`config.mk`:
```
export PLATFORM = sky130hd
export DESIGN_NAME = fb_port_arbiter
export DESIGN_NICKNAME = d
export VERILOG_FILES = /design/src/rtl/fb_port_arbiter.sv
export SDC_FILE = /design/constraint.sdc
export NUM_CORES = 1
export LEC_CHECK = 0
export BUFFER_PORTS_ARGS = -buffer_cell sky130_fd_sc_hd__buf_2
export CAP_MARGIN = 20
export CORE_MARGIN = 4
export CORE_UTILIZATION = 30
export DETAILED_ROUTE_END_ITERATION = 10
export SLEW_MARGIN = 10
export SYNTH_ARGS = -nofsm -noshare
export SYNTH_HDL_FRONTEND = slang
export SYNTH_SLANG_ARGS = --single-unit
```
`constraint.sdc`:
```
create_clock -name CLK -period 1.8 [get_ports CLK]
set_input_delay 0.18 -clock CLK [delete_from_list [all_inputs] [get_ports CLK]]
set_output_delay 0.18 -clock CLK [all_outputs]
set_load 0.01 [all_outputs]
```
`src/rtl/fb_port_arbiter.sv`:
```
// Shares the single-port framebuffer BRAM between the display scan-out reader and the host.
// Display has fixed priority; the host is guaranteed a slot after STARVE_MAX denied cycles.
module fb_port_arbiter #(
  parameter int unsigned ADDR_W     = 17,
  parameter int unsigned DATA_W     = 16,
  parameter int unsigned FB_DEPTH   = 76800,
  parameter int unsigned RD_LAT     = 1,
  parameter int unsigned STARVE_MAX = 8
) (
  input  logic              CLK,
  input  logic              RESET,
  input  logic              disp_req,
  input  logic [ADDR_W-1:0] disp_addr,
  output logic              disp_gnt,
  output logic              disp_rvalid,
  output logic [DATA_W-1:0] disp_rdata,
  input  logic              host_req,
  input  logic              host_we,
  input  logic [ADDR_W-1:0] host_addr,
  input  logic [DATA_W-1:0] host_wdata,
  output logic              host_gnt,
  output logic              host_rvalid,
  output logic [DATA_W-1:0] host_rdata,
  output logic              host_err,
  output logic              bram_en,
  output logic              bram_we,
  output logic [ADDR_W-1:0] bram_addr,
  output logic [DATA_W-1:0] bram_din,
  input  logic [DATA_W-1:0] bram_dout,
  output logic [15:0]       disp_miss_cnt,
  output logic [15:0]       host_err_cnt
);

  localparam logic [ADDR_W:0] LP_DEPTH  = (ADDR_W + 1)'(FB_DEPTH);
  localparam logic [7:0]      LP_STARVE = 8'(STARVE_MAX);

  logic [7:0]        r_wait_cnt;
  logic [RD_LAT:0]   r_tag_vld;
  logic [RD_LAT:0]   r_tag_host;
  logic              r_disp_rvalid, r_host_rvalid, r_host_err;
  logic [DATA_W-1:0] r_disp_rdata, r_host_rdata;
  logic              r_bram_en, r_bram_we;
  logic [ADDR_W-1:0] r_bram_addr;
  logic [DATA_W-1:0] r_bram_din;
  logic [15:0]       r_disp_miss_cnt, r_host_err_cnt;

  logic w_disp_gnt, w_host_gnt;
  logic w_disp_acc, w_host_acc, w_host_oor, w_host_bram, w_host_rd, w_rd, w_disp_miss;

  always_comb begin
    w_disp_gnt = 1'b0;
    w_host_gnt = 1'b0;
    if (!RESET) begin
      if (disp_req && host_req) begin
        if (r_wait_cnt < LP_STARVE) w_disp_gnt = 1'b1;
        else                        w_host_gnt = 1'b1;
      end else begin
        w_disp_gnt = disp_req;
        w_host_gnt = host_req;
      end
    end
  end

  assign w_disp_acc  = disp_req & w_disp_gnt;
  assign w_host_acc  = host_req & w_host_gnt;
  assign w_host_oor  = {1'b0, host_addr} >= LP_DEPTH;
  assign w_host_bram = w_host_acc & ~w_host_oor;
  assign w_host_rd   = w_host_bram & ~host_we;
  assign w_rd        = w_disp_acc | w_host_rd;
  assign w_disp_miss = disp_req & ~w_disp_gnt;

  always_ff @(posedge CLK) begin
    if (RESET) begin
      r_wait_cnt      <= '0;
      r_tag_vld       <= '0;
      r_tag_host      <= '0;
      r_disp_rvalid   <= 1'b0;
      r_host_rvalid   <= 1'b0;
      r_disp_rdata    <= '0;
      r_host_rdata    <= '0;
      r_host_err      <= 1'b0;
      r_bram_en       <= 1'b0;
      r_bram_we       <= 1'b0;
      r_bram_addr     <= '0;
      r_bram_din      <= '0;
      r_disp_miss_cnt <= '0;
      r_host_err_cnt  <= '0;
    end else begin
      if (!host_req || w_host_acc) r_wait_cnt <= '0;
      else if (w_disp_acc)         r_wait_cnt <= r_wait_cnt + 8'd1;

      r_bram_en <= w_disp_acc | w_host_bram;
      r_bram_we <= w_host_bram & host_we;
      if (w_disp_acc) begin
        r_bram_addr <= disp_addr;
      end else if (w_host_bram) begin
        r_bram_addr <= host_addr;
        r_bram_din  <= host_wdata;
      end

      r_host_err <= w_host_acc & w_host_oor;
      if (w_host_acc && w_host_oor && r_host_err_cnt != 16'hFFFF)
        r_host_err_cnt <= r_host_err_cnt + 16'd1;
      if (w_disp_miss && r_disp_miss_cnt != 16'hFFFF)
        r_disp_miss_cnt <= r_disp_miss_cnt + 16'd1;

      // Stage RD_LAT lines up with bram_dout for the read issued RD_LAT+1 edges earlier.
      r_tag_vld  <= {r_tag_vld[RD_LAT-1:0], w_rd};
      r_tag_host <= {r_tag_host[RD_LAT-1:0], w_host_rd};

      r_disp_rvalid <= r_tag_vld[RD_LAT] & ~r_tag_host[RD_LAT];
      r_host_rvalid <= r_tag_vld[RD_LAT] & r_tag_host[RD_LAT];
      if (r_tag_vld[RD_LAT] && !r_tag_host[RD_LAT]) r_disp_rdata <= bram_dout;
      if (r_tag_vld[RD_LAT] && r_tag_host[RD_LAT])  r_host_rdata <= bram_dout;
    end
  end

  assign disp_gnt      = w_disp_gnt;
  assign host_gnt      = w_host_gnt;
  assign disp_rvalid   = r_disp_rvalid;
  assign disp_rdata    = r_disp_rdata;
  assign host_rvalid   = r_host_rvalid;
  assign host_rdata    = r_host_rdata;
  assign host_err      = r_host_err;
  assign bram_en       = r_bram_en;
  assign bram_we       = r_bram_we;
  assign bram_addr     = r_bram_addr;
  assign bram_din      = r_bram_din;
  assign disp_miss_cnt = r_disp_miss_cnt;
  assign host_err_cnt  = r_host_err_cnt;

endmodule

```
---- Word-level counts from Yosys, hierarchy flattened ----
Cells that the tools add are included.
storage, ports and cells
  register bits after elaboration ......... 114
  bits of input ports ..................... 71
  output and inout port bits .............. 104
  word-level logic and storage cells ...... 57
operators by class
  add/subtract/negate cells ............... 3
  $lt $le $gt $ge ......................... 2
  equality and inequality tests ........... 2
  muxes and demuxes ....................... 8
  bitwise operators ....................... 16
  reductions and logical operators ........ 12
operator list
  kind                                                                           count
  17-bit two-way mux                                                             2
  16-bit by 1-bit adder with 16-bit output (second input constant)               2
  16-bit inequality test (second input constant)                                 2
  17-bit greater-or-equal comparator (second input constant)                     1
  1-bit bitwise AND                                                              9
  8-bit by 1-bit adder with 8-bit output (second input constant)                 1
  8-bit by 4-bit less-than comparator with 1-bit output (second input constant)  1
  1-bit logical AND                                                              6
  1-bit two-way mux                                                              6
  1-bit NOT                                                                      5
  1-bit zero test                                                                2
  1-bit OR                                                                       2
  2-bit AND reduction                                                            1
  2-bit nonzero test                                                             1
  2-bit OR reduction                                                             1
  1-bit logical OR                                                               1

---- Logic depth before layout (Yosys ltp) ----
  depth in word-level cells ............... 8
  depth in mapped cells ................... 8
  mapped depth without buffers ............ 6

---- Worst setup path before layout ----
Ideal clock, no wire load.
  path type ............................... flip-flop to flip-flop
  start ................................... reg r_host_err_cnt[8], in the netlist host_err_cnt[8]
  end ..................................... reg r_host_err_cnt[6], in the netlist host_err_cnt[6]
  library setup time ...................... 0.121 ns
  data arrival time ....................... 1.733 ns
  required time ........................... 1.679 ns
  path slack .............................. -0.053 ns
  stages on the path, launching flop included .. 6
  path buffers ............................ 0
  period minus slack after synthesis ...... 1.853 ns
  cell sequence ........................... dfxtp_1 -> nand4_1 -> nor3_1 -> a211oi_4 -> nand4_1 -> mux2_2
on the way
  cells in the longest elaborated chain, start to end .. 2
ends and longest elaborated chain
  element                   line  RTL
  start: declaration        45    logic [15:0] r_disp_miss_cnt, r_host_err_cnt;
  start signal: assignment  103   r_host_err_cnt <= r_host_err_cnt + 16'd1;
  16-bit inequality test    102   if (w_host_acc && w_host_oor && r_host_err_cnt != 16'hFFFF)
  1-bit logical AND         102
Every way passes these cells.
A chain may end at the register's enable or synchronous reset.

---- Final worst setup path ----
  start ................................... reg r_wait_cnt[4]
  end ..................................... out disp_gnt
on the way
  cells in the longest elaborated chain, start to end .. 4
ends and longest elaborated chain
  element                                                line  RTL
  start: declaration                                     37    logic [7:0] r_wait_cnt;
  start signal: assignment                               90    else if (w_disp_acc) r_wait_cnt <= r_wait_cnt + 8'd1;
  8-bit by 4-bit less-than comparator with 1-bit output  55    if (r_wait_cnt < LP_STARVE) w_disp_gnt = 1'b1;
  1-bit two-way mux                                      55
  1-bit two-way mux                                      54    if (disp_req && host_req) begin
  1-bit two-way mux                                      53    if (!RESET) begin
  end: declaration                                       14    output logic disp_gnt,
Every way passes these cells.

==> results.md <==
- The final cell utilization of the core is 0.464.
- The ratio of routed vias to standard cells is 4.63.
- The internal portion of the total power is 5.43 mW.
- The sink count of the clock tree is 114.
- The via count of the first global-routing pass is 4,145.
- The floorplan has 44 rows.
- The initial utilization of the core area, before any placement, comes to 0.309.
- The type of destination of the critical path is an output port.
- In this run the number of H-tree levels came out at 4.
- Of all cell types, the one taking the most synthesized area is sky130_fd_sc_hd__dfxtp_1.
- The number of antenna violations at the first check in global routing is 0.
- The Yosys step of the flow raised 0 warnings.
- The count of mapped cells out of synthesis is 532.
- The power per standard cell area is 1010 mW/mm².
- Of the post-synthesis cell area, the dominant cell type holds 0.505.
- For this run, the leading register cell type out of synthesis is sky130_fd_sc_hd__dfxtp_1.
- The logic gate share of total power is 0.074.
- The core region is 0.0146 mm².
- The sequential group share of total power is 0.382.
- The final count of hold timing violations came to 0.
- The most used standard cell by instance count after synthesis is sky130_fd_sc_hd__nand2_1.
- The final route contains 4,447 vias.
- The die is 131 µm tall.
- The worst endpoint required time is 1.62 ns.
- The max-slew violation count is 0.
- The remaining design rule violation count is 0.
- The time the worst path needs with I/O delays and setup is 1.89 ns.
- Buffers inserted during clock tree synthesis total 17.
- In this run the worst path has a maximum fanout of 3.
- TritonCTS built the clock tree.
- The diode insertion count for antenna repair is 0.
- During placement, the flow inserted port buffers numbering 174.
- The wire-length estimate of the detail-placed layout is 9660 µm.
- The overall overflow remaining after global route is 0.
- The floorplan step set the die width to 131 µm.
- For this run, the post-layout net count is 837.
- The die covers 0.0171 mm².
- Yosys mapped the design onto 52 distinct sky130hd cell types.
- In the final routed layout, each cell accounts on average for 13.9 µm.
- The start point of the worst hold path is host_wdata[14].
- The number of iterations in the first detailed-routing pass is 4.
- The number of placed instances, taps included, is 908.
- Entering global routing, the biggest net connects 64 pins.
- Setup repair after global routing could not meet its margin everywhere.
- In this run the worst hold path is classified as in2reg.
- The buffer depth of the longest clock path is 2.
- The final layout contains routed wiring with a total length of 13,300 µm.
- By area the synthesized netlist is led by sky130_fd_sc_hd__dfxtp_1 (50%), sky130_fd_sc_hd__nand2_1 (10%), sky130_fd_sc_hd__a21oi_1 (8.0%).
- Max-cap violations in this run came to 0.
- The boundary pin count is 175.
- After synthesis, the share of flip-flops with an asynchronous set or reset is 0.
- The leakage power is 3.03 nW.
- The count of fill cells added during filler insertion is 1,476.
- The congestion estimate from routability-driven global placement came to 0.778.
- For the pin with the worst max-slew slack, the measured transition is 0.673 ns.
- The placed cell area is 0.00592 mm².
- The number of enable-type register cells in the synthesized netlist is 0.
- The later-pin clock latency in the skew report is 0.40 ns.
- The worst setup path is of the reg2out kind.
- After synthesis, the most frequently instantiated cells are sky130_fd_sc_hd__nand2_1 (126), sky130_fd_sc_hd__dfxtp_1 (114), sky130_fd_sc_hd__a21oi_1 (72).
- Timing would allow up to 0.528 GHz.
- Clock-pin slew was measured on the worst setup and hold paths at 0.05 ns.
- Summed over all nets, the switching power comes to 1.45 mW.
- The total track usage is 0.153.
- Of the total power, the share spent switching nets is 0.211.
- The synthesized design contains 114 register bits.
- The kind of start point of the critical path is a flip-flop.
- The run finished, with violations left.
- The count of non-filler cells in the finished layout is 960.
- In this run, the number of DRC markers left after iteration 0 of detailed routing was 197.
- For the worst setup path, the data arrival time is 1.71 ns.
- Between clock sinks in the finished design, the worst skew comes to 0.00721 ns.
- The checks that failed: setup timing.
- In this run the critical register-to-register path is launched from r_wait_cnt[4].
- The part of the power in the clock network is 0.544.
- The wire length of the first global-routing pass is 20,700 µm.
- Summing all non-filler instances in the final layout gives an area of 0.00680 mm².
- A synthesized cell averages 8.50 µm².
- The cell chosen for the clock root is sky130_fd_sc_hd__clkbuf_16.
- The final setup violation count is 1.
- The relative area change from synthesis to final layout is 50.4%.
- After layout, the worst setup slack is -0.0926 ns.
- The remaining max-slew budget at the tightest pin is 0.551.
- Of the available clock period, the critical path in the final layout requires 1.05.
- The proportion of layout cells with a drive suffix above 1 is 0.367.
- Once detail routing completed, the nets flagged for antenna violations numbered 0.
- The worst IR drop on VDD is 0.529 mV.
- The critical path startpoint is r_wait_cnt[4].
- For this run, the register share of the synthesized area comes to 0.505.
- The mapped netlist covers 0.00452 mm².
[worst max-delay path, cell delays in order (launching register included)]
cell	delay (ns)
sky130_fd_sc_hd__dfxtp_2	0.32
sky130_fd_sc_hd__or4b_1	0.50
sky130_fd_sc_hd__o32a_1	0.20
sky130_fd_sc_hd__inv_2	0.10
sky130_fd_sc_hd__buf_12	0.11
sky130_fd_sc_hd__buf_6	0.09
[per-layer routing]
metal	vias to the layer above	part of all wire	track usage
li1	2296	-	-
met1	1992	0.43	0.192
met2	136	0.48	0.246
met3	23	0.070	0.0427
met4	0	0.023	0.0653
met5	-	0	0
[placed cells by master, fill, tap and decap left out, types with 5 or more instances in the layout]
cell type,synthesis,routed
sky130_fd_sc_hd__a22oi_1,17,17
sky130_fd_sc_hd__and3_1,8,8
sky130_fd_sc_hd__nand4_1,9,9
sky130_fd_sc_hd__nor3_1,7,6
sky130_fd_sc_hd__nand2_1,126,126
sky130_fd_sc_hd__buf_2,8,172
sky130_fd_sc_hd__clkbuf_16,0,17
sky130_fd_sc_hd__xnor2_1,6,6
sky130_fd_sc_hd__dlygate4sd3_1,0,10
sky130_fd_sc_hd__xor2_1,11,11
sky130_fd_sc_hd__o211ai_1,7,7
sky130_fd_sc_hd__nor2b_1,6,6
sky130_fd_sc_hd__a21oi_1,72,71
sky130_fd_sc_hd__nand3_1,9,8
sky130_fd_sc_hd__o21ai_0,7,6
sky130_fd_sc_hd__dfxtp_1,114,111
sky130_fd_sc_hd__nor2_1,34,34
sky130_fd_sc_hd__mux2i_1,5,5
sky130_fd_sc_hd__bufinv_16,0,5
sky130_fd_sc_hd__buf_4,0,52
[cell type report]
type / instances / area (µm²) / share of cell area
flip-flops and latches: 114 / 2290 / 0.336
well taps: 184 / 230 / 0.0339
clock buffers: 22 / 484 / 0.0712
repair buffers: 240 / 1450 / 0.214
multi-input cells: 384 / 2150 / 0.316
clock inverters: 10 / 178 / 0.0261
inverters: 6 / 22.5 / 0.00331
[registers in the layout, summed over array words and instances (netlist names), 2 cells and up]
name           cells
bram_addr         17
bram_din          16
disp_miss_cnt     16
disp_rdata        16
host_err_cnt      16
host_rdata        16
r_wait_cnt         8
r_tag_host         2
r_tag_vld          2
[power groups by stage]
stage	combinational, mW	clock, mW	sequential (mW)
3_5_place_dp	0.482	0	2.68
4_1_cts	0.510	3.83	2.63
6_report	0.512	3.74	2.63
5_1_grt	0.569	3.96	2.63
3_3_place_gp	0.481	0	2.68
2_1_floorplan	0.194	0	2.71
[metrics by stage]
step	TNS (ns)	worst slack [ns]	power, mW	hold WS, ns
final	-0.0926	-0.0926	6.88	0.0166
after floorplan	0	0.0129	2.90	0.252
after global routing	-1.42	-0.170	7.16	0.0125
after CTS	-0.465	-0.121	6.96	0.000325
after detailed placement	-0.799	-0.104	3.16	0.365
after global placement	-0.857	-0.107	3.16	0.366
[worst paths after layout]
path,to,slack (ns),cells past startpoint
hold / removal,bram_din[14],0.02,3
hold reg to reg,r_tag_vld[1],0.43,1
setup reg to reg,bram_addr[14],0.02,7
setup / recovery,disp_gnt,-0.09,5
[cells by family after synthesis]
family          share of synthesized area
flops                               0.505
mux                                0.0136
simple gates                        0.238
buf+inv                            0.0329
fa+ha+maj                         0.00830
xor+xnor                           0.0329
other cells                      0.000829
compound gates                      0.169
[what timing repair did]
item / in CTS / in global routing
setup endpoints to repair: 9 / 44
endpoints found under the hold margin: 11 / 0
hold buffers: 10 / 0
setup buffers: 4 / 6
pin swaps: 2 / 7
cloned: 0 / 0
gates resized for setup: 4 / 9
Power figures use the tool's default switching activity.
